`config.mk`:
```
export PLATFORM = sky130hd
export DESIGN_NAME = onehot_step_sequencer
export DESIGN_NICKNAME = d
export VERILOG_FILES = /design/src/rtl/onehot_step_sequencer.sv
export SDC_FILE = /design/constraint.sdc
export NUM_CORES = 1
export LEC_CHECK = 0
export CAP_MARGIN = 20
export CORE_MARGIN = 2
export CORE_UTILIZATION = 41
export CTS_CLUSTER_DIAMETER = 50
export DETAILED_ROUTE_END_ITERATION = 6
export GPL_ROUTABILITY_DRIVEN = 0
export HOLD_SLACK_MARGIN = 0.03
export PLACE_DENSITY = 0.81
export SLEW_MARGIN = 20
export SYNTH_ARGS = -nofsm -noshare
export SYNTH_HDL_FRONTEND = slang
export SYNTH_SLANG_ARGS = --single-unit
```
`constraint.sdc`:
```
create_clock -name clk -period 3.3 [get_ports clk]
set_input_delay 0.33 -clock clk [delete_from_list [all_inputs] [get_ports clk]]
set_output_delay 0.33 -clock clk [all_outputs]
set_load 0.05 [all_outputs]
```
`src/rtl/onehot_step_sequencer.sv`:
```
// ---------------------------------------------------------------------------
// onehot_step_sequencer
//
// One-hot step sequencer. The state is held as NS bits, one per state.
// st_o[0] is IDLE and st_o[1]..st_o[NS-1] are the active steps. Each active
// step dwells for a programmable number of cycles (dwell_cfg[k*CW +: CW] + 1).
// Control inputs give hold, abort and loop/one-shot behaviour. Completion,
// wrap and abort are reported as one-cycle pulses.
//
// Parameters
//   NS  number of states including IDLE (>= 3)
//   CW  dwell-counter width
//
// Ports
//   clk        in   clock, all flops on posedge
//   rst_b      in   asynchronous active-low reset
//   start      in   launch the sequence (honoured only in IDLE)
//   hold       in   freeze the current step and its counter
//   abort      in   return to IDLE on the next edge (active steps only)
//   loop       in   1: step NS-1 is followed by step 1; 0: by IDLE
//   dwell_cfg  in   per-step dwell, step k in bits [k*CW +: CW]; slice 0 unused
//   st_o       out  one-hot state register
//   busy       out  ~st_o[0] (combinational)
//   done       out  one-cycle pulse on one-shot completion
//   wrap       out  one-cycle pulse when looping from step NS-1 to step 1
//   aborted    out  one-cycle pulse when an abort is taken
//   err        out  sticky illegal-state flag
//
// Build option
//   ONEHOT_CHECK_EN  when defined, a state register that is not exactly
//                    one-hot forces IDLE, clears the counter and sets err
//                    until reset. When undefined, err is tied to 0 and no
//                    checking logic is built.
// ---------------------------------------------------------------------------
module onehot_step_sequencer #(
  parameter int NS = 6,
  parameter int CW = 4
) (
  input  logic               clk,
  input  logic               rst_b,
  input  logic               start,
  input  logic               hold,
  input  logic               abort,
  input  logic               loop,
  input  logic [NS*CW-1:0]   dwell_cfg,
  output logic [NS-1:0]      st_o,
  output logic               busy,
  output logic               done,
  output logic               wrap,
  output logic               aborted,
  output logic               err
);

  logic [NS-1:0]         r_st;
  logic [CW-1:0]         r_cnt;
  logic                  r_done;
  logic                  r_wrap;
  logic                  r_aborted;

  logic [NS-1:0]         w_st_next;
  logic [CW-1:0]         w_cnt_next;
  logic                  w_active;
  logic                  w_cnt_zero;
  logic                  w_run;
  logic [NS-1:0]         w_adv;     // leaving step k this edge (count expired)
  logic [NS-1:0]         w_stay;    // remaining in step k this edge
  logic [NS-1:0][CW-1:0] w_entry_term;
  logic [CW-1:0]         w_entry_dwell;
  logic                  w_done_next;
  logic                  w_wrap_next;
  logic                  w_aborted_next;

  // The IDLE slice of dwell_cfg has no meaning; fold it into a sink.
  logic                  w_unused_slice0;
  assign w_unused_slice0 = ^dwell_cfg[CW-1:0];

  assign w_active   = |r_st[NS-1:1];
  assign w_cnt_zero = (r_cnt == '0);
  assign w_run      = ~abort & ~hold;

  // Per-step exit/stay terms. Bit 0 (IDLE) is handled separately.
  assign w_adv[0]  = 1'b0;
  assign w_stay[0] = 1'b0;
  generate
    for (genvar gi = 1; gi < NS; gi++) begin : g_step_terms
      assign w_adv[gi]  = r_st[gi] & w_run & w_cnt_zero;
      assign w_stay[gi] = r_st[gi] & ~abort & (hold | ~w_cnt_zero);
    end
  endgenerate

  // Next-state equations, one per state bit.
  // IDLE: stay without start, one-shot completion, or abort of any step.
  assign w_st_next[0] = (r_st[0] & ~start)
                      | (w_adv[NS-1] & ~loop)
                      | (w_active & abort);
  // Step 1: launched from IDLE, held/counting, or wrapped from the last step.
  assign w_st_next[1] = (r_st[0] & start)
                      | w_stay[1]
                      | (w_adv[NS-1] & loop);
  generate
    for (genvar gi = 2; gi < NS; gi++) begin : g_st_next
      assign w_st_next[gi] = w_stay[gi] | w_adv[gi-1];
    end
  endgenerate

  // Dwell value loaded when a step is exited on an expired count. Only one
  // term can be non-zero because the state is one-hot.
  assign w_entry_term[0] = '0;
  generate
    for (genvar gi = 1; gi < NS - 1; gi++) begin : g_entry_mid
      assign w_entry_term[gi] = {CW{w_adv[gi]}} & dwell_cfg[(gi+1)*CW +: CW];
    end
  endgenerate
  // Last step: wrap reloads step 1's dwell, one-shot completion clears.
  assign w_entry_term[NS-1] = {CW{w_adv[NS-1] & loop}} & dwell_cfg[CW +: CW];

  always_comb begin
    w_entry_dwell = '0;
    for (int k = 0; k < NS; k++) begin
      w_entry_dwell = w_entry_dwell | w_entry_term[k];
    end
  end

  always_comb begin
    w_cnt_next = r_cnt;
    if (r_st[0]) begin
      if (start) begin
        w_cnt_next = dwell_cfg[CW +: CW];
      end
    end else if (abort) begin
      w_cnt_next = '0;
    end else if (hold) begin
      w_cnt_next = r_cnt;
    end else if (!w_cnt_zero) begin
      w_cnt_next = r_cnt - CW'(1);
    end else begin
      w_cnt_next = w_entry_dwell;
    end
  end

  assign w_done_next    = w_adv[NS-1] & ~loop;
  assign w_wrap_next    = w_adv[NS-1] & loop;
  assign w_aborted_next = w_active & abort;

`ifdef ONEHOT_CHECK_EN
  logic r_err;
  logic w_bad;
  // Zero bits set, or more than one bit set (clearing the lowest set bit
  // leaves something behind).
  assign w_bad = (r_st == '0) | ((r_st & (r_st - NS'(1))) != '0);
  assign err   = r_err;
`else
  assign err = 1'b0;
`endif

  always_ff @(posedge clk or negedge rst_b) begin
    if (!rst_b) begin
      r_st      <= NS'(1);
      r_cnt     <= '0;
      r_done    <= 1'b0;
      r_wrap    <= 1'b0;
      r_aborted <= 1'b0;
`ifdef ONEHOT_CHECK_EN
      r_err     <= 1'b0;
`endif
    end else begin
`ifdef ONEHOT_CHECK_EN
      if (w_bad) begin
        // Recovery cycle: back to IDLE, no pulses, flag latched.
        r_st      <= NS'(1);
        r_cnt     <= '0;
        r_done    <= 1'b0;
        r_wrap    <= 1'b0;
        r_aborted <= 1'b0;
        r_err     <= 1'b1;
      end else
`endif
      begin
        r_st      <= w_st_next;
        r_cnt     <= w_cnt_next;
        r_done    <= w_done_next;
        r_wrap    <= w_wrap_next;
        r_aborted <= w_aborted_next;
      end
    end
  end

  assign st_o    = r_st;
  assign busy    = ~r_st[0];
  assign done    = r_done;
  assign wrap    = r_wrap;
  assign aborted = r_aborted;

endmodule

```
==> flow_summary_export.csv <==
group,metric,value,unit
status,outcome,"finished, final reports clean",
global_routing,track_usage,20.8,%
critical_path,arrival,1760,ps
cts,tritoncts,"built",
critical_path,ff2ff_path_depth,6,
timing,period_needed,2090,ps
critical_path,r2r-end,"st_o[1]$_DFF_PN0_",
critical_path,r2r_slack,1470,ps
timing,tightest_slew,628,ps
synthesis,ys_types,33,
final_layout,drive_above_1_share,7.26,%
detailed_routing,ant_nets,0,
synthesis,synthSimpleGateAreaFrac,18.9,%
cts,clock_latency,270,ps
critical_path,critPathMaxFanout,11,
critical_path,cp_top_family,"buffers and inverters",
synthesis,ys_seq_elements,13,
timing,fin_skew,5.47,ps
detailed_routing,dr.pass1.iters,4,
cts,clk_path_buf_depth,2,
power_and_ir_drop,power_frac_clock,31.8,%
critical_path,path_cells,"clkdlybuf4s50_1",
cts,cts_root_buffer,"clkbuf_4",
final_layout,num_antenna_cells,0,
place,place_ws,1320,ps
cts,cts_buffers,3,
floorplanning,coreArea,1760,sq um
power_and_ir_drop,ir_drop,0.129,mV
synthesis,muxShareOfSynthArea,0,%
synthesis,synthAdderAreaFrac,1.59,%
critical_path,cp_num_buf_inv,1,
floorplanning,ios,41,
synthesis,synth.area.top_cells,"dfrtp_1 38%, nand2_1 7.2%, o21ai_1 5.7%",
synthesis,synth_xor_area_share,1.11,%
timing,hold_violations,0,
place,post-place-cells,145,
min_path,hold_path_class,"in2async",
cts,path_clk_slew,80,ps
final_layout,instances_no_fill,149,
place,portBuffers,35,
detailed_routing,vias_per_cell,5.43,
cts,postCtsHoldBufs,0,
synthesis,avgSynthCellArea,8.73,sq um
global_routing,grt.overflow.total,0,
final_layout,area_growth_syn_to_layout,48.2,%
detailed_routing,highest_layer,"met4",
cts,cts-resized-gates,0,
final_layout,nFillCells,167,
floorplanning,dieWidth,47.8,um
power_and_ir_drop,p_per_area,261,nW/um^2
power_and_ir_drop,total_power,304,uW
detailed_routing,vias,809,
floorplanning,dieArea,2280,sq um
critical_path,max_stage_delay,840,ps
cts,clock-sinks,13,
floorplanning,start_util,44.5,%
timing,timing.hold.ws,435,ps
detailed_routing,route.met2.wl,1100,um
critical_path,startpoint_type,"register",
power_and_ir_drop,swShare,23.6,%
synthesis,synth_top_family_by_area,"compound AO/OA/AOI/OAI gates",
timing,setup_viol,0,
timing,rsz0062_at_grt,"no",
global_routing,grt_start_max_net_pins,14,
detailed_routing,routed_wl,2120,um
timing,finalCritPeriodShare,63.4,%
floorplanning,rows,15,
synthesis,syn_nets,121,
detailed_routing,first_iter_violations,11,
synthesis,yosysSeqAreaShare,41.6,%
power_and_ir_drop,power.net_switching,72.0,uW
synthesis,postSynthCellCount,90,
power_and_ir_drop,seqPwrFrac,52.3,%
power_and_ir_drop,internal_power,233,uW
synthesis,yosys_warnings,0,
synthesis,synth_compound_area_share,30.6,%
critical_path,endpoint_kind,"output port",
critical_path,r2r_start,"r_cnt[0]$_DFFE_PN0P_",
timing,relSlewSlack,57.8,%
synthesis,syn_area,786,sq um
critical_path,crit_cells,1,
synthesis,yosysTopAreaCell,"dfrtp_1",
timing,setup_slack,1210,ps
critical_path,crit_type,"reg2out",
power_and_ir_drop,combPwrFrac,15.9,%
synthesis,yosysTopAreaCellShare,38.2,%
detailed_routing,drt-met1-wl,912,um
floorplanning,die_y,47.8,um
detailed_routing,post_drt_wl_per_cell,14.2,um
power_and_ir_drop,p_leak,0.462,nW
global_routing,antenna_found_initial,0,
critical_path,critPathRequiredTime,2970,ps
global_routing,grt_pass1_vias,724,
global_routing,grt_pass1_wl,3280,um
cts,post_cts_buffers,0,
cts,ctsHtreeMaxLevel,1,
timing,fin_setup_tns,0,ps
critical_path,critPathSlowestCell,"clkdlybuf4s50_1",
detailed_routing,drc,0,
timing,finalMaxSlewViolations,0,
run,drv_cap,0,
detailed_routing,wl_met3,91,um
place,hpwlAfterDp,1670,um
final_layout,layout.nets,156,
timing,fmax,478,MHz
kinds of logic (layout without fill, tap and decap cells):
kind of cell | Yosys count | in the layout
buffers and inverters | 9 | 43
flip-flops | 13 | 13
adder cells (fa/ha/maj) | 1 | 1
AO/OA/AOI/OAI | 36 | 36
XOR/XNOR | 1 | 1
other | 1 | 1
AND/OR/NAND/NOR | 29 | 29
metal layers:
layer  GRT usage [%]  up-vias
li1                -      399
met1            28.1      385
met2            34.7       23
met3            2.26        2
met4            6.49        0
met5               0        -
worst max path at each step:
stage                 startpoint                   end
6_report       st_o[0]$_DFF_PN1_               st_o[0]
5_1_grt        st_o[0]$_DFF_PN1_               st_o[0]
4_1_cts        st_o[0]$_DFF_PN1_               st_o[0]
3_5_place_dp                hold  r_cnt[3]$_DFFE_PN0P_
3_3_place_gp                hold  r_cnt[2]$_DFFE_PN0P_
2_1_floorplan  st_o[1]$_DFF_PN0_     st_o[0]$_DFF_PN1_
power groups by stage:
| stage | Sequential [mW] | Clock [mW] | Combinational [mW] |
|---|---|---|---|
| 6_report | 0.159 | 0.0969 | 0.0484 |
| 5_1_grt | 0.159 | 0.112 | 0.0516 |
| 4_1_cts | 0.159 | 0.0997 | 0.0485 |
| 3_5_place_dp | 0.162 | 0 | 0.0483 |
| 3_3_place_gp | 0.162 | 0 | 0.0470 |
| 2_1_floorplan | 0.162 | 0 | 0.0124 |
placed cells by master, fill, tap and decap left out:
master and count:
clkdlybuf4s50_1 35, or4_1 1, dfstp_2 1, o21ai_0 1, dfrtp_1 12, a32oi_1 4, or2b_1 1, nor2_4 1
nand3_1 1, nor4_2 1, clkbuf_4 3, or3b_1 1, conb_1 1, o211ai_1 1, a211o_1 1, clkinv_2 1
a211oi_1 3, nand3b_1 1, inv_1 3, inv_2 1, xor2_1 1, nand2b_1 1, nor2_1 3, a22o_1 1
o21a_1 1, nand2_1 15, o21ai_1 9, a222oi_1 1, ha_1 1, nor3_1 3, a21oi_1 7, o21ba_2 1
a22oi_1 6
Yosys cell counts:
master	n
or3b_1	1
nor2_4	1
or2b_1	1
dfrtp_1	12
ha_1	1
or4_1	1
o21ba_2	1
a22oi_1	6
inv_2	1
nand3_1	1
buf_4	1
nand2b_1	1
o21a_1	1
a22o_1	1
a21oi_1	7
buf_6	1
inv_1	3
clkbuf_1	3
a32oi_1	4
o21ai_0	1
nand2_1	15
nor3_1	3
a211oi_1	3
a211o_1	1
nor4_2	1
nand3b_1	1
o211ai_1	1
dfstp_2	1
nor2_1	3
a222oi_1	1
o21ai_1	9
xor2_1	1
conb_1	1
worst reg2reg max path: cells and delay by family (launching register included):
kind                     cells  cell delay, ps
AND/OR/NAND/NOR              2             930
flip-flops                   1             420
adder cells (fa/ha/maj)      1             210
AO/OA/AOI/OAI                2             140
buffers and inverters        1              70
per-stage QoR:
stage                     area (sq um)  utilization, %
final                             1160            66.0
after global routing              1160            66.0
after CTS                         1160            66.0
after detailed placement          1140            64.5
after global placement            1140            64.5
after floorplan                    786               -
flip-flops by register name, summed over array words and instances, names as in the netlist:
signal	flops
wrap	1
done	1
r_cnt	4
aborted	1
st_o	6
area by class of cell:
type / count / area, sq um / area share, %
well taps: 25 / 31.3 / 2.69
multi-input cells: 68 / 414 / 35.6
inverters: 4 / 15.0 / 1.29
repair buffers: 35 / 350 / 30.1
flip-flops and latches: 13 / 327 / 28.0
clock inverters: 1 / 5.00 / 0.430
clock buffers: 3 / 22.5 / 1.93
No activity file was read; power rests on OpenSTA's default activity.
